==> src/rtl/fpu_mul_norm_round_if.sv <==
// Valid/ready bundle for the FPU multiplier normalise/round stage: upstream beat
// fields plus downstream result and exception flags.
interface fpu_mul_norm_round_if #(
    parameter int SIZE_DATA = 24,
    parameter int SIZE_EXP  = 8
);
    localparam int P_W = 2 * SIZE_DATA;
    localparam int E_W = SIZE_EXP + 2;
    localparam int R_W = SIZE_EXP + SIZE_DATA;

    // Upstream side
    logic           i_valid;
    logic           o_ready;
    logic [P_W-1:0] i_product;
    logic           i_sign;
    logic [E_W-1:0] i_exp_sum;
    logic           i_is_zero;
    logic           i_is_inf;
    logic           i_is_nan;

    // Downstream side
    logic           o_valid;
    logic           i_ready;
    logic [R_W-1:0] o_result;
    logic           o_overflow;
    logic           o_underflow;
    logic           o_inexact;

    modport slave (
        input  i_valid, i_product, i_sign, i_exp_sum, i_is_zero, i_is_inf, i_is_nan,
        input  i_ready,
        output o_ready,
        output o_valid, o_result, o_overflow, o_underflow, o_inexact
    );

    modport master (
        output i_valid, i_product, i_sign, i_exp_sum, i_is_zero, i_is_inf, i_is_nan,
        output i_ready,
        input  o_ready,
        input  o_valid, o_result, o_overflow, o_underflow, o_inexact
    );
endinterface

==> src/rtl/fpu_mul_norm_round.sv <==
// Post-multiply normalise (stage 1) and round/pack (stage 2) for binary32, denormals flushed.
// Define FPU_MUL_ROUND_EN for round-to-nearest-even; otherwise the fraction is truncated.
module fpu_mul_norm_round #(
    parameter int SIZE_DATA = 24,  // only 24 supported
    parameter int SIZE_EXP  = 8    // only 8 supported
) (
    input  logic                 i_clk,
    input  logic                 i_rst_n,
    fpu_mul_norm_round_if.slave  bus
);
    localparam int P_W    = 2 * SIZE_DATA;
    localparam int FRAC_W = SIZE_DATA - 1;
    localparam int E_W    = SIZE_EXP + 2;
    localparam int R_W    = SIZE_EXP + SIZE_DATA;

    localparam logic signed [E_W-1:0] EXP_MAX   = E_W'((1 << SIZE_EXP) - 1);
    localparam logic signed [E_W-1:0] EXP_MIN   = '0;
    localparam logic [SIZE_EXP-1:0]   EXP_ONES  = '1;
    localparam logic [SIZE_EXP-1:0]   EXP_ZERO  = '0;
    localparam logic [FRAC_W-1:0]     FRAC_ZERO = '0;
    localparam logic [R_W-1:0]        QNAN      = {1'b0, EXP_ONES, 1'b1, {(FRAC_W-1){1'b0}}};

    // ------------------------------------------------------------------
    // Handshake: each stage moves when the stage after it can take a beat.
    // ------------------------------------------------------------------
    logic s1_valid;
    logic out_valid;
    logic s1_adv;
    logic s2_adv;

    assign s2_adv      = !out_valid || bus.i_ready;
    assign s1_adv      = !s1_valid || s2_adv;
    assign bus.o_ready = s1_adv;

    // ------------------------------------------------------------------
    // Stage 1: pick the leading one (bit 47 or 46) and split guard/round/sticky.
    // ------------------------------------------------------------------
    logic [FRAC_W-1:0] n_frac;
    logic              n_g;
    logic              n_r;
    logic              n_s;
    logic [E_W-1:0]    n_exp;

    // NOTE: every always_comb output gets a default first so no path infers a latch.
    always_comb begin
        n_frac = bus.i_product[P_W-3 -: FRAC_W];
        n_g    = bus.i_product[P_W-3-FRAC_W];
        n_r    = bus.i_product[P_W-4-FRAC_W];
        n_s    = |bus.i_product[P_W-5-FRAC_W:0];
        n_exp  = bus.i_exp_sum;
        if (bus.i_product[P_W-1]) begin
            n_frac = bus.i_product[P_W-2 -: FRAC_W];
            n_g    = bus.i_product[P_W-2-FRAC_W];
            n_r    = bus.i_product[P_W-3-FRAC_W];
            n_s    = |bus.i_product[P_W-4-FRAC_W:0];
            n_exp  = bus.i_exp_sum + E_W'(1);
        end
    end

    logic [FRAC_W-1:0]     s1_frac;
    logic                  s1_g;
    logic                  s1_r;
    logic                  s1_s;
    logic signed [E_W-1:0] s1_exp;
    logic                  s1_sign;
    logic                  s1_zero;
    logic                  s1_inf;
    logic                  s1_nan;

    // NOTE: datapath registers carry no reset; the valid bits alone qualify them.
    always_ff @(posedge i_clk) begin
        if (s1_adv && bus.i_valid) begin
            s1_frac <= n_frac;
            s1_g    <= n_g;
            s1_r    <= n_r;
            s1_s    <= n_s;
            s1_exp  <= n_exp;
            s1_sign <= bus.i_sign;
            s1_zero <= bus.i_is_zero;
            s1_inf  <= bus.i_is_inf;
            s1_nan  <= bus.i_is_nan;
        end
    end

    // ------------------------------------------------------------------
    // Stage 2: round, then apply special-case / range priority.
    // ------------------------------------------------------------------
    logic [FRAC_W-1:0]     frac_rnd;
    logic signed [E_W-1:0] exp_rnd;
    logic                  inexact;

`ifdef FPU_MUL_ROUND_EN
    logic              inc;
    logic [FRAC_W:0]   frac_sum;

    assign inc      = s1_g && (s1_r || s1_s || s1_frac[0]);
    assign frac_sum = {1'b0, s1_frac} + {{FRAC_W{1'b0}}, inc};
    // A carry out leaves the low bits all-zero, which is exactly the renormalised 1.0.
    assign frac_rnd = frac_sum[FRAC_W-1:0];
    assign exp_rnd  = s1_exp + {{(E_W-1){1'b0}}, frac_sum[FRAC_W]};
`else
    assign frac_rnd = s1_frac;
    assign exp_rnd  = s1_exp;
`endif

    assign inexact = s1_g || s1_r || s1_s;

    logic [R_W-1:0] res_d;
    logic           ov_d;
    logic           un_d;
    logic           ix_d;

    always_comb begin
        res_d = {s1_sign, exp_rnd[SIZE_EXP-1:0], frac_rnd};
        ov_d  = 1'b0;
        un_d  = 1'b0;
        ix_d  = inexact;
        if (s1_nan || (s1_inf && s1_zero)) begin
            res_d = QNAN;
            ix_d  = 1'b0;
        end else if (s1_inf) begin
            res_d = {s1_sign, EXP_ONES, FRAC_ZERO};
            ix_d  = 1'b0;
        end else if (s1_zero) begin
            res_d = {s1_sign, EXP_ZERO, FRAC_ZERO};
            ix_d  = 1'b0;
        end else if (exp_rnd >= EXP_MAX) begin
            res_d = {s1_sign, EXP_ONES, FRAC_ZERO};
            ov_d  = 1'b1;
            ix_d  = 1'b1;
        end else if (exp_rnd <= EXP_MIN) begin
            res_d = {s1_sign, EXP_ZERO, FRAC_ZERO};
            un_d  = 1'b1;
            ix_d  = 1'b1;
        end
    end

    logic [R_W-1:0] out_result;
    logic           out_ov;
    logic           out_un;
    logic           out_ix;

    // NOTE: sequential state uses non-blocking assignments so every register samples pre-edge values.
    always_ff @(posedge i_clk) begin
        if (!i_rst_n) begin
            s1_valid   <= 1'b0;
            out_valid  <= 1'b0;
            out_result <= '0;
            out_ov     <= 1'b0;
            out_un     <= 1'b0;
            out_ix     <= 1'b0;
        end else begin
            if (s1_adv) s1_valid <= bus.i_valid;
            if (s2_adv) out_valid <= s1_valid;
            if (s2_adv && s1_valid) begin
                out_result <= res_d;
                out_ov     <= ov_d;
                out_un     <= un_d;
                out_ix     <= ix_d;
            end
        end
    end

    assign bus.o_valid     = out_valid;
    assign bus.o_result    = out_result;
    assign bus.o_overflow  = out_ov;
    assign bus.o_underflow = out_un;
    assign bus.o_inexact   = out_ix;
endmodule
==> src/flat_wrapper.sv <==
// flat-port wrapper written by rule: the top's interface ports become plain ports
module fpu_mul_norm_round_flat 
#(
    parameter int SIZE_DATA = 24,                      
    parameter int SIZE_EXP  = 8                       
)
  (i_clk, i_rst_n, bus_i_valid, bus_i_product, bus_i_sign, bus_i_exp_sum, bus_i_is_zero, bus_i_is_inf, bus_i_is_nan, bus_i_ready, bus_o_ready, bus_o_valid, bus_o_result, bus_o_overflow, bus_o_underflow, bus_o_inexact);
  fpu_mul_norm_round_if #(.SIZE_DATA(SIZE_DATA), .SIZE_EXP(SIZE_EXP)) bus_i ();
  input  logic i_clk;
  input  logic i_rst_n;
  input wire logic [$bits(bus_i.i_valid)-1:0] bus_i_valid;
  input wire logic [$bits(bus_i.i_product)-1:0] bus_i_product;
  input wire logic [$bits(bus_i.i_sign)-1:0] bus_i_sign;
  input wire logic [$bits(bus_i.i_exp_sum)-1:0] bus_i_exp_sum;
  input wire logic [$bits(bus_i.i_is_zero)-1:0] bus_i_is_zero;
  input wire logic [$bits(bus_i.i_is_inf)-1:0] bus_i_is_inf;
  input wire logic [$bits(bus_i.i_is_nan)-1:0] bus_i_is_nan;
  input wire logic [$bits(bus_i.i_ready)-1:0] bus_i_ready;
  output wire logic [$bits(bus_i.o_ready)-1:0] bus_o_ready;
  output wire logic [$bits(bus_i.o_valid)-1:0] bus_o_valid;
  output wire logic [$bits(bus_i.o_result)-1:0] bus_o_result;
  output wire logic [$bits(bus_i.o_overflow)-1:0] bus_o_overflow;
  output wire logic [$bits(bus_i.o_underflow)-1:0] bus_o_underflow;
  output wire logic [$bits(bus_i.o_inexact)-1:0] bus_o_inexact;
  assign bus_i.i_valid = bus_i_valid;
  assign bus_i.i_product = bus_i_product;
  assign bus_i.i_sign = bus_i_sign;
  assign bus_i.i_exp_sum = bus_i_exp_sum;
  assign bus_i.i_is_zero = bus_i_is_zero;
  assign bus_i.i_is_inf = bus_i_is_inf;
  assign bus_i.i_is_nan = bus_i_is_nan;
  assign bus_i.i_ready = bus_i_ready;
  assign bus_o_ready = bus_i.o_ready;
  assign bus_o_valid = bus_i.o_valid;
  assign bus_o_result = bus_i.o_result;
  assign bus_o_overflow = bus_i.o_overflow;
  assign bus_o_underflow = bus_i.o_underflow;
  assign bus_o_inexact = bus_i.o_inexact;
  fpu_mul_norm_round #(.SIZE_DATA(SIZE_DATA), .SIZE_EXP(SIZE_EXP)) u_core (.i_clk(i_clk), .i_rst_n(i_rst_n), .bus(bus_i));
endmodule
==> config.mk <==
export PLATFORM = sky130hd
export DESIGN_NAME = fpu_mul_norm_round_flat
export DESIGN_NICKNAME = d
export VERILOG_FILES = /design/src/rtl/fpu_mul_norm_round_if.sv /design/src/rtl/fpu_mul_norm_round.sv /design/src/flat_wrapper.sv
export SDC_FILE = /design/constraint.sdc
export NUM_CORES = 1
export LEC_CHECK = 0
export CORE_ASPECT_RATIO = 0.5
export CORE_UTILIZATION = 49
export CTS_CLUSTER_DIAMETER = 50
export DETAILED_ROUTE_END_ITERATION = 8
export PLACE_DENSITY = 0.92
export SYNTH_ARGS = -nofsm -noshare
export SYNTH_HDL_FRONTEND = slang
export SYNTH_SLANG_ARGS = --single-unit
==> constraint.sdc <==
create_clock -name i_clk -period 4.8 [get_ports i_clk]
set_input_delay 0.96 -clock i_clk [delete_from_list [all_inputs] [get_ports i_clk]]
set_output_delay 0.96 -clock i_clk [all_outputs]
set_load 0.1 [all_outputs]
== Word-level counts from Yosys, hierarchy flattened ==
Index checks and enable logic that the tools add are counted.
Word-level totals
  input port bits: 66
  register bits after elaboration: 77
  output and inout bits: 37
  word-level logic and storage cells: 54
Operators by class
  add/sub/neg operators: 1
  muxes and demuxes: 24
  magnitude comparators: 2
  reductions and logical operators: 12
Operators by type and width (number)
  two-way mux 31 bit: 4
  two-way mux 32 bit: 1
  two-way mux 23 bit: 1
  OR reduction 22 bit: 1
  OR reduction 21 bit: 1
  two-way mux 1 bit: 17
  adder 10 x 1 -> 10 bit (second input constant): 1
  greater-or-equal comparator 10 x 9 -> 1 bit (second input constant): 1
  <= comparator 10 x 1 -> 1 bit (second input constant): 1
  two-way mux 10 bit: 1
  logical OR 1 bit: 5
  logical AND 1 bit: 3
  logical NOT 1 bit: 2

== Logic depth before layout (Yosys ltp) ==
Gate-level depths: netlist of run 1.
  word-level depth: 7
  gate-level depth with buffers: 6
  gate-level depth less buffers: 4

== Worst setup path after synthesis of run 1 ==
OpenSTA, ideal clock, no wires.
  path kind: in2reg
  start point: input bus_i_ready
  end point: register u_core.s1_exp[0] (netlist: u_core.exp_rnd[0]) (enable)
  cell stages on the path: 3
  setup time: 0.401 ns
  setup slack: 1.624 ns
  arrival: 2.775 ns
  required time: 4.399 ns
  path buffers: 0
  cells stage by stage: nor2b_1 > nand2_1 > and2_1
On the way
  longest elaborated chain between the ends: 3
Ends and longest elaborated chain
  start: declaration: line flat_wrapper.sv:18  | input wire logic [$bits(bus_i.i_ready)-1:0] bus_i_ready;
  logical OR 1 bit: line fpu_mul_norm_round.sv:31  | assign s2_adv = !out_valid || bus.i_ready;
  logical OR 1 bit: line fpu_mul_norm_round.sv:32  | assign s1_adv = !s1_valid || s2_adv;
  net bus_o_ready: line flat_wrapper.sv:19  | output wire logic [$bits(bus_i.o_ready)-1:0] bus_o_ready;
  logical AND 1 bit: line fpu_mul_norm_round.sv:72  | if (s1_adv && bus.i_valid) begin
  end signal: assignment: line fpu_mul_norm_round.sv:77  | s1_exp <= n_exp;
  end: declaration: line fpu_mul_norm_round.sv:64  | logic signed [E_W-1:0] s1_exp;
The timed path passes the listed nets, and every way through them passes these cells.
A chain may end at the register's enable or synchronous reset.

==> reports/metrics.json, run 1 <==
{
  "clock_tree.root_cell": "clkbuf_16",
  "crit_required_ns": 5.07,
  "drc_violations": 0,
  "cap_violations": 0,
  "synth.yosys.warnings": 0,
  "wl_per_cell_um": 18.2,
  "cts_repair_resize_count": 0,
  "run_status": "completed",
  "grt_setup_unrepaired": "false",
  "number_of_antenna_violations_at_the_first_check_in_global_routing": 0,
  "dp_cells": 408,
  "initial_utilization": 0.511,
  "p_seq_frac": 0.443,
  "layout.cells.non_filler": 424,
  "timing.hold.worst.class": "reg2reg",
  "post-route-min-period_ns": 3.16,
  "gp_routability_congestion": 0.798,
  "first_pass_iters": 6,
  "hold_viol_final": 0,
  "grt-ovfl-total": 0,
  "ys_top_cells_by_count": "edfxtp_1 (40), dfxtp_1 (37), mux2_2 (26)",
  "synth_async_sr_flop_share": 0,
  "setup_tns_ns": 0,
  "number_of_global_route_vias_before_repair": 2397,
  "timing.critical_path.slowest_cell_delay_ns": 1.05,
  "via_count": 2378,
  "post-synth-top-count-cell": "edfxtp_1",
  "total_cell_area_at_the_placement_stage_um2": 4170,
  "power.leakage_nw": 1.58,
  "fmax_mhz": 316,
  "dieArea_um2": 6680,
  "drv_slew": 0,
  "global_route.usage.total": 0.244,
  "n_antenna_cell": 0,
  "min_period_over_period": 0.659,
  "htreeDepth": 3,
  "initialDrtViolationCount": 157,
  "grt_first_pass_wirelength_mm": 11.9,
  "nets": 398,
  "synthFlopType": "edfxtp_1",
  "startpoint_type": "primary input",
  "vias_per_cell": 5.61,
  "io_pins": 103,
  "clock_skew_ns": 0.00785,
  "postSynthNetCount": 295,
  "detail-route-antenna-nets": 0,
  "yosys.area.top_type": "edfxtp_1",
  "cts_buffer_depth": 2,
  "timing.critical_path.cells": "clkdlybuf4s50_1 > and2b_2 > nand4_2 > nor4_4 > a22o_1",
  "synthTopCellsByArea": "edfxtp_1 (39%), dfxtp_1 (24%), mux2_2 (9.4%), a22o_1 (5.6%), o21ai_0 (2.7%)",
  "grt_start_max_net_pins": 41,
  "clock_sinks": 77,
  "combPwrFrac": 0.116,
  "power.total_mw": 1.69,
  "critPathKind": "in2reg",
  "swShare": 0.229,
  "cellPowerDensity_nw_per_um2": 375,
  "crit_path_top_delay_cell": "nor4_4",
  "arrival_ns": 3.43,
  "ys_seq_area_frac": 0.625,
  "holdBufCountCts": 0,
  "net_load_switching_power_uw": 386,
  "buffer_ports.inserted": 102,
  "post_synth.cell_area_avg_um2": 13.6,
  "totalWireLength_mm": 7.73,
  "area_delta_synth_final_pct": 44.9,
  "numCtsBuffers": 9,
  "largest_register_ffs": 32,
  "syn-instance-count": 228,
  "irDropWorstVdd_mv": 0.219,
  "synth.cell_area_um2": 3110,
  "die_height_um": 58.3,
  "netlist.area_leader.share": 0.387,
  "clock_power_share": 0.441,
  "yosys_register_bits": 77,
  "clk_pin_slew_ns": 0.06,
  "synth_enable_flop_cells": 40,
  "timing.final.setup_violations": 0,
  "die_x_um": 115,
  "coreArea_um2": 6080,
  "row_cnt": 20,
  "cts_tree": "done",
  "capturing_element_type_of_the_critical_path": "flop",
  "worstSkewPairLatency_ns": 0.33,
  "internal_power_mw": 1.30,
  "final_layout_size_suffix_gt1_frac": 0.161,
  "slew_headroom": 0.196,
  "dpl.hpwl_mm": 5.02,
  "final_cell_area_um2": 4500,
  "worstMarginPinSlew_ns": 1.20,
  "synth.lib_cells_used.distinct": 43,
  "critical_path.max_fanout": 22,
  "cts_post_setup_buffers_inserted": 0
}
## metrics by stage
step            util  setup slack (ns)  hold WS [ns]
2_1_floorplan      -              1.62         0.436
3_3_place_gp   0.685              1.51         0.436
3_5_place_dp   0.685              1.35         0.441
4_1_cts        0.741              1.68         0.455
5_1_grt        0.741              1.52         0.466
6_report       0.741              1.64         0.455
## power groups by stage
stage | clock network, mW | registers [mW] | logic, mW
final | 0.745 | 0.749 | 0.196
after global routing | 0.776 | 0.750 | 0.206
after CTS | 0.751 | 0.748 | 0.196
after detailed placement | 0 | 0.760 | 0.193
after global placement | 0 | 0.757 | 0.187
after floorplan | 0 | 0.805 | 0.0591
## worst max-delay path, delay by kind of cell
| kind | cells | cell delay, ns |
|---|---|---|
| simple gates | 3 | 1.46 |
| compound gates | 1 | 0.28 |
| buf+inv | 1 | 0.73 |
## kinds of logic (layout without fill, tap and decap cells)
| group | after synthesis | in the layout | share of synthesized area |
|---|---|---|---|
| compound gates | 57 | 57 | 0.128 |
| xor+xnor | 9 | 9 | 0.0254 |
| fa+ha+maj | 1 | 1 | 0.00403 |
| buf+inv | 12 | 120 | 0.0262 |
| flops | 77 | 77 | 0.625 |
| mux | 26 | 26 | 0.0942 |
| simple gates | 46 | 46 | 0.0975 |
## cell usage in the layout, fill, tap and decap left out, drive strengths merged, types with 2 or more instances in the layout
master and count:
clkdlybuf4s50 101, edfxtp 40, dfxtp 37, mux2 26, a22o 22, o21ai 17
clkbuf 11, a21oi 10, nand4 9, xnor2 8, nand2 7, nor2 6
or4 5, nor4 4, nor3 3, and2 3, clkinv 3, nor2b 2
o2bb2ai 2, bufinv 2, buf 2
## final timing paths
path / start / end / slack (ns) / cells past startpoint
hold / removal: u_core.frac_rnd[16]$_DFFE_PP_ / u_core.bus.o_result[16]$_SDFFE_PN0P_ / 0.46 / 1
setup / recovery: i_rst_n / u_core.bus.o_result[2]$_SDFFE_PN0P_ / 1.64 / 5
hold reg to reg: u_core.frac_rnd[16]$_DFFE_PP_ / u_core.bus.o_result[16]$_SDFFE_PN0P_ / 0.46 / 1
setup reg to reg: u_core.s1_zero$_DFFE_PP_ / u_core.bus.o_result[2]$_SDFFE_PN0P_ / 2.54 / 4
## metal layers
layer / wire length, um / vias up / GRT usage
met5: 0 / - / 0
met4: 180 / 0 / 0.0946
met3: 605 / 21 / 0.0927
met2: 3950 / 134 / 0.429
met1: 2990 / 1136 / 0.274
li1: - / 1087 / -
## cell type report
class | count | area, um^2
sequential | 77 | 1940
tap | 88 | 110
clock buffer | 11 | 254
inverter | 1 | 3.75
clock inverter | 5 | 82.6
multi-input combinational | 139 | 1080
timing repair buffer | 103 | 1030
fill | 352 | 1580
No activity file was read; power rests on OpenSTA's default activity.
==> run 2, diff against run 1 <==
CORE_UTILIZATION = 41   (was 49)
PLACE_DENSITY = 0.83   (was 0.92)
clock period = 2.75 ns   (was 4.8 ns; I/O delays follow)
==> reports/metrics.json, run 2 (synthesized netlist as in run 1, its figures left out) <==
{
  "slew_headroom": {"value": 0.365, "change": "+0.169"},
  "timing.final.setup_violations": {"value": 0, "change": "unchanged"},
  "min_period_over_period": 0.752,
  "wl_per_cell": {"value": 16.4, "unit": "um", "change": "-10%"},
  "cts_tree": "done",
  "p_seq_frac": {"value": 0.450, "change": "+0.007"},
  "dp_slack": {"value": 0.355, "unit": "ns", "change": "-0.992 ns"},
  "numCtsBuffers": {"value": 9, "change": "unchanged"},
  "dieArea": {"value": 7950, "unit": "um^2", "change": "+19%"},
  "capturing_element_type_of_the_critical_path": "flop",
  "gp_routability_congestion": {"value": 0.827, "change": "+3.6%"},
  "worstSkewPairLatency": {"value": 0.33, "unit": "ns", "change": "about the same"},
  "worstHoldPathCells": {"value": 1, "change": "unchanged"},
  "grt-ovfl-total": {"value": 0, "change": "unchanged"},
  "initialDrtViolationCount": {"value": 145, "change": "-7.6%"},
  "final_layout_size_suffix_gt1_frac": {"value": 0.280, "change": "+0.120"},
  "global_route.usage.total": {"value": 0.192, "change": "-0.0516"},
  "timing.final.ws_setup": {"value": 0.682, "unit": "ns", "change": "-0.956 ns"},
  "fmax_mhz": 483,
  "n_fill_cell": {"value": 510, "change": "+45%"},
  "arrival": {"value": 2.34, "unit": "ns", "change": "-1.09 ns"},
  "area_delta_synth_final_pct": 43.1,
  "htreeDepth": {"value": 3, "change": "unchanged"},
  "internal_power": {"value": 2.21, "unit": "mW", "change": "+70%"},
  "postLayoutCoreUtil": {"value": 0.636, "change": "-0.104"},
  "coreArea": {"value": 6990, "unit": "um^2", "change": "+15%"},
  "io_pins": {"value": 103, "change": "unchanged"},
  "total_cell_area_at_the_placement_stage": {"value": 4120, "unit": "um^2", "change": "-1.2%"},
  "buffer_ports.inserted": {"value": 102, "change": "unchanged"},
  "first_pass_iters": {"value": 6, "change": "unchanged"},
  "clock_power_share": {"value": 0.434, "change": "-0.007"},
  "via_count": {"value": 2262, "change": "-4.9%"},
  "irDropWorstVdd": {"value": 0.338, "unit": "mV", "change": "+54%"},
  "n_antenna_cell": {"value": 0, "change": "unchanged"},
  "worstMarginPinSlew": {"value": 0.953, "unit": "ns", "change": "-0.244 ns"},
  "initial_utilization": {"value": 0.445, "change": "-0.0664"},
  "critical_path.max_fanout": {"value": 25, "change": "+14%"},
  "detail-route-antenna-nets": {"value": 0, "change": "unchanged"},
  "crit_required": {"value": 3.02, "unit": "ns", "change": "-2.05 ns"},
  "number_of_global_route_vias_before_repair": {"value": 2361, "change": "-1.5%"},
  "rr_worst_depth": {"value": 5, "change": "+1"},
  "clk_pin_slew": {"value": 0.06, "unit": "ns", "change": "about the same"},
  "largest_register_ffs": {"value": 32, "change": "unchanged"},
  "critPathKind": "in2reg",
  "timing.hold.worst.class": "reg2reg",
  "combPwrFrac": {"value": 0.116, "change": "about the same"},
  "die_x": {"value": 125, "unit": "um", "change": "+9.2%"},
  "swShare": {"value": 0.236, "change": "+0.00702"},
  "most-common-layout-cells": "clkdlybuf4s50_1 (65), buf_4 (40), edfxtp_1 (40)",
  "row_cnt": {"value": 21, "change": "+5.0%"},
  "cap_violations": {"value": 0, "change": "unchanged"},
  "grt_start_max_net_pins": {"value": 41, "change": "unchanged"},
  "grt_first_pass_wirelength": {"value": 11.6, "unit": "mm", "change": "-2.6%"},
  "drc_violations": {"value": 0, "change": "unchanged"},
  "die_height": {"value": 63.6, "unit": "um", "change": "+9.0%"},
  "post-route-min-period_ns": 2.07,
  "nets": {"value": 401, "change": "+0.75%"},
  "drv_slew": {"value": 0, "change": "unchanged"},
  "cts_post_setup_buffers_inserted": {"value": 0, "change": "unchanged"},
  "multiInputGateArea": {"value": 1080, "unit": "um^2", "change": "unchanged"},
  "cellPowerDensity": {"value": 651, "unit": "nW/um^2", "change": "+73%"},
  "clock_sinks": {"value": 77, "change": "unchanged"},
  "power.leakage": {"value": 1.67, "unit": "nW", "change": "+5.4%"},
  "clock_tree.root_cell": "clkbuf_16",
  "number_of_antenna_violations_at_the_first_check_in_global_routing": {"value": 0, "change": "unchanged"},
  "cts_buffer_depth": {"value": 2, "change": "unchanged"},
  "hold_viol_final": {"value": 0, "change": "unchanged"},
  "setup_tns": {"value": 0, "unit": "ns", "change": "unchanged"},
  "dpl.hpwl": {"value": 5.11, "unit": "mm", "change": "+1.8%"},
  "totalWireLength": {"value": 7.06, "unit": "mm", "change": "-8.7%"},
  "run_status": "completed",
  "r2r_setup_slack": {"value": 0.96, "unit": "ns", "change": "-1.58 ns"},
  "vias_per_cell": {"value": 5.25, "change": "-6.4%"},
  "cts_repair_resize_count": {"value": 0, "change": "unchanged"},
  "holdBufCountCts": {"value": 0, "change": "unchanged"},
  "startpoint_type": "primary input",
  "area.sequential": {"value": 1940, "unit": "um^2", "change": "about the same"},
  "net_load_switching_power": {"value": 682, "unit": "uW", "change": "+77%"},
  "grt_setup_unrepaired": "false",
  "clock_skew": {"value": 0.00460, "unit": "ns", "change": "-0.00326 ns"},
  "final_cell_area": {"value": 4450, "unit": "um^2", "change": "-1.3%"},
  "mostFrequentLayoutCell": "clkdlybuf4s50_1"
}
[run 2: cell type report]
| cell class | count | share of cell area |
|---|---|---|
| Sequential cell | 77 | 0.437 |
| Clock buffer | 11 | 0.0594 |
| Tap cell | 92 | 0.0259 |
| Multi-Input combinational cell | 139 | 0.244 |
| Clock inverter | 5 | 0.0144 |
| Timing Repair Buffer | 106 | 0.218 |
| Inverter | 1 | 0.000844 |
[run 2: worst paths after layout]
check | startpoint | endpoint
setup / recovery | bus_i_ready | u_core.bus.o_result[12]$_SDFFE_PN0P_
hold / removal | u_core.frac_rnd[7]$_DFFE_PP_ | u_core.bus.o_result[7]$_SDFFE_PN0P_
setup reg to reg | u_core.exp_rnd[2]$_DFFE_PP_ | u_core.bus.o_result[12]$_SDFFE_PN0P_
hold reg to reg | u_core.frac_rnd[7]$_DFFE_PP_ | u_core.bus.o_result[7]$_SDFFE_PN0P_
[run 2: power by group through the flow]
| stage | registers, mW | clock network (mW) | logic (mW) |
|---|---|---|---|
| 6_report | 1.30 | 1.26 | 0.337 |
| 5_1_grt | 1.31 | 1.32 | 0.356 |
| 4_1_cts | 1.30 | 1.27 | 0.338 |
| 3_5_place_dp | 1.33 | 0 | 0.335 |
| 3_3_place_gp | 1.32 | 0 | 0.327 |
| 2_1_floorplan | 1.41 | 0 | 0.103 |
[run 2: layer usage]
metal  vias up  part of all wire  GRT usage
met5         -                 0          0
met1      1066              0.41      0.218
li1       1096                 -          -
met2        84              0.52      0.337
met3        16             0.053     0.0544
met4         0             0.022     0.0945
[run 2: metrics by stage]
step / cells / power, mW / hold WS, ns
after floorplan: 228 / 1.51 / 0.436
after global placement: 415 / 1.65 / 0.437
after detailed placement: 415 / 1.66 / 0.441
after CTS: 431 / 2.91 / 0.455
after global routing: 431 / 2.99 / 0.476
final: 431 / 2.89 / 0.454
[run 2: critical path, stage by stage]
cell and delay (ns):
clkdlybuf4s50_1 0.41, nand2b_2 0.21, nand2_1 0.11, and2_1 0.77, a22o_2 0.29
==> run 3, diff against run 2 <==
CORE_UTILIZATION = 45   (was 41)
PLACE_DENSITY = 0.86   (was 0.83)
clock period = 2.07 ns   (was 2.75 ns; I/O delays follow)
==> reports/metrics.json, run 3 (synthesized netlist as in run 1, its figures left out) <==
{
  "numCtsBuffers": {"value": 9, "change": "unchanged"},
  "fin_worst_hold_slack": {"value": 0.456, "unit": "ns", "change": "+0.00196 ns"},
  "grt_start_max_net_pins": {"value": 41, "change": "unchanged"},
  "fmax_mhz": 551,
  "totalWireLength": {"value": 7.61, "unit": "mm", "change": "+7.7%"},
  "layout.cells.non_filler": {"value": 428, "change": "-0.70%"},
  "cts_repair_resize_count": {"value": 0, "change": "unchanged"},
  "p_seq_frac": {"value": 0.446, "change": "-0.004"},
  "area_delta_synth_final_pct": 44.3,
  "clock_tree.root_cell": "clkbuf_16",
  "number_of_global_route_vias_before_repair": {"value": 2411, "change": "+2.1%"},
  "timing.critical_path.cells": "clkdlybuf4s50_1 > or4_1 > a2111oi_0 > nand4_1",
  "worstMarginPinSlew": {"value": 0.539, "unit": "ns", "change": "-0.414 ns"},
  "mostFrequentLayoutCell": "clkdlybuf4s50_1",
  "htreeDepth": {"value": 3, "change": "unchanged"},
  "n_antenna_cell": {"value": 0, "change": "unchanged"},
  "coreArea": {"value": 6360, "unit": "um^2", "change": "-9.1%"},
  "critical_path.max_fanout": {"value": 1, "change": "-96%"},
  "cellPowerDensity": {"value": 864, "unit": "nW/um^2", "change": "+33%"},
  "cap_violations": {"value": 0, "change": "unchanged"},
  "critical_path.startpoint": "bus_i_product[2]",
  "post-route-min-period_ns": 1.82,
  "run_status": "completed",
  "vias_per_cell": {"value": 5.47, "change": "+4.2%"},
  "dp_cells": {"value": 412, "change": "-0.72%"},
  "grt_first_pass_wirelength": {"value": 11.7, "unit": "mm", "change": "+1.4%"},
  "combPwrFrac": {"value": 0.120, "change": "+0.004"},
  "wl_per_cell": {"value": 17.8, "unit": "um", "change": "+8.5%"},
  "slew_headroom": {"value": 0.641, "change": "+0.276"},
  "power.leakage": {"value": 1.68, "unit": "nW", "change": "+0.81%"},
  "min_period_over_period": 0.877,
  "worst_hold_startpoint": "u_core.frac_rnd[18]$_DFFE_PP_",
  "crit_path_top_delay_cell": "or4_1",
  "number_of_antenna_violations_at_the_first_check_in_global_routing": {"value": 0, "change": "unchanged"},
  "buffer_ports.inserted": {"value": 102, "change": "unchanged"},
  "worstSkewPairLatency": {"value": 0.34, "unit": "ns", "change": "about the same"},
  "io_pins": {"value": 103, "change": "unchanged"},
  "clk_pin_slew": {"value": 0.06, "unit": "ns", "change": "about the same"},
  "final_layout_size_suffix_gt1_frac": {"value": 0.285, "change": "+0.00506"},
  "crit_required": {"value": 2.14, "unit": "ns", "change": "-0.88 ns"},
  "area.sequential": {"value": 1940, "unit": "um^2", "change": "unchanged"},
  "worst_r2r_src": "u_core.exp_rnd[2]$_DFFE_PP_",
  "die_height": {"value": 60.8, "unit": "um", "change": "-4.4%"},
  "capturing_element_type_of_the_critical_path": "flop",
  "dp_slack": {"value": -0.140, "unit": "ns", "change": "-0.496 ns"},
  "n_fill_cell": {"value": 439, "change": "-14%"},
  "via_count": {"value": 2340, "change": "+3.4%"},
  "cts_tree": "done",
  "cts_post_setup_buffers_inserted": {"value": 0, "change": "unchanged"},
  "global_route.usage.total": {"value": 0.220, "change": "+0.0284"},
  "multiInputGateArea": {"value": 1090, "unit": "um^2", "change": "+0.35%"},
  "swShare": {"value": 0.237, "change": "+0.00108"},
  "drc_violations": {"value": 0, "change": "unchanged"},
  "nets": {"value": 402, "change": "+0.25%"},
  "initialDrtViolationCount": {"value": 146, "change": "+0.69%"},
  "row_cnt": {"value": 20, "change": "-4.8%"},
  "irDropWorstVdd": {"value": 0.462, "unit": "mV", "change": "+37%"},
  "clock_skew": {"value": 0.00705, "unit": "ns", "change": "+0.00245 ns"},
  "critPathKind": "in2reg",
  "timing.hold.worst.class": "reg2reg",
  "arrival": {"value": 1.88, "unit": "ns", "change": "-0.46 ns"},
  "hold_viol_final": {"value": 0, "change": "unchanged"},
  "r2r_setup_slack": {"value": 0.33, "unit": "ns", "change": "-0.63 ns"},
  "cts_buffer_depth": {"value": 2, "change": "unchanged"},
  "clock_power_share": {"value": 0.434, "change": "about the same"},
  "most-common-layout-cells": "clkdlybuf4s50_1 (65), edfxtp_1 (40), buf_4 (38)",
  "detail-route-antenna-nets": {"value": 0, "change": "unchanged"},
  "drv_slew": {"value": 0, "change": "unchanged"},
  "dieArea": {"value": 7260, "unit": "um^2", "change": "-8.7%"},
  "internal_power": {"value": 2.96, "unit": "mW", "change": "+34%"},
  "grt-ovfl-total": {"value": 0, "change": "unchanged"},
  "timing.critical_path.slowest_cell_delay": {"value": 0.49, "unit": "ns", "change": "-0.28 ns"},
  "gp_routability_congestion": {"value": 0.751, "change": "-9.2%"},
  "die_x": {"value": 120, "unit": "um", "change": "-4.5%"},
  "first_pass_iters": {"value": 4, "change": "-2"},
  "timing.final.setup_violations": {"value": 0, "change": "unchanged"},
  "timing.final.ws_setup": {"value": 0.255, "unit": "ns", "change": "-0.427 ns"},
  "holdBufCountCts": {"value": 0, "change": "unchanged"},
  "initial_utilization": {"value": 0.489, "change": "+0.0443"},
  "largest_register_ffs": {"value": 32, "change": "unchanged"},
  "net_load_switching_power": {"value": 917, "unit": "uW", "change": "+35%"},
  "clock_sinks": {"value": 77, "change": "unchanged"},
  "startpoint_type": "primary input",
  "grt_setup_unrepaired": "false",
  "dpl.hpwl": {"value": 5.21, "unit": "mm", "change": "+1.9%"}
}
==> run 3: layout make-up <==
type	count	share of cell area
clock buffers	9	0.0502
clock inverters	7	0.0218
inverters	1	0.000837
multi-input cells	139	0.243
flip-flops and latches	77	0.433
well taps	88	0.0246
repair buffers	107	0.227
==> run 3: final timing paths <==
check                                              end  depth (start not counted)
setup / recovery                 u_core.s1_s$_DFFE_PP_                          4
setup reg to reg  u_core.bus.o_result[17]$_SDFFE_PN0P_                          5
hold / removal    u_core.bus.o_result[18]$_SDFFE_PN0P_                          1
hold reg to reg   u_core.bus.o_result[18]$_SDFFE_PN0P_                          1
==> run 3: through the flow <==
| step | utilization | instance area, um^2 | setup TNS [ns] | total power, mW |
|---|---|---|---|---|
| 2_1_floorplan | - | 3110 | 0 | 2.01 |
| 3_3_place_gp | 0.655 | 4160 | -0.0161 | 2.20 |
| 3_5_place_dp | 0.655 | 4160 | -0.140 | 2.22 |
| 4_1_cts | 0.706 | 4480 | 0 | 3.90 |
| 5_1_grt | 0.706 | 4480 | 0 | 3.99 |
| 6_report | 0.706 | 4480 | 0 | 3.88 |
==> run 3: layer usage <==
layer  share of wire  wire [um]  GRT usage  vias up
met5               0          0          0        -
met2            0.52       3950      0.406       86
met3           0.053        406     0.0639       21
li1                -          -          -     1099
met1            0.40       3060      0.240     1134
met4           0.025        192      0.120        0
==> run 3: worst max-delay path, delay by kind of cell <==
| kind | cells | cell delay (ns) |
|---|---|---|
| AO/OA/AOI/OAI | 1 | 0.41 |
| AND/OR/NAND/NOR | 2 | 0.64 |
| buffers and inverters | 1 | 0.41 |
==> run 3: power groups by stage <==
stage               logic (mW)  registers (mW)  clock network (mW)
detailed placement       0.460            1.76                   0
floorplan                0.138            1.87                   0
CTS                      0.464            1.73                1.71
global placement         0.445            1.75                   0
finish                   0.464            1.73                1.68
global route             0.488            1.74                1.77
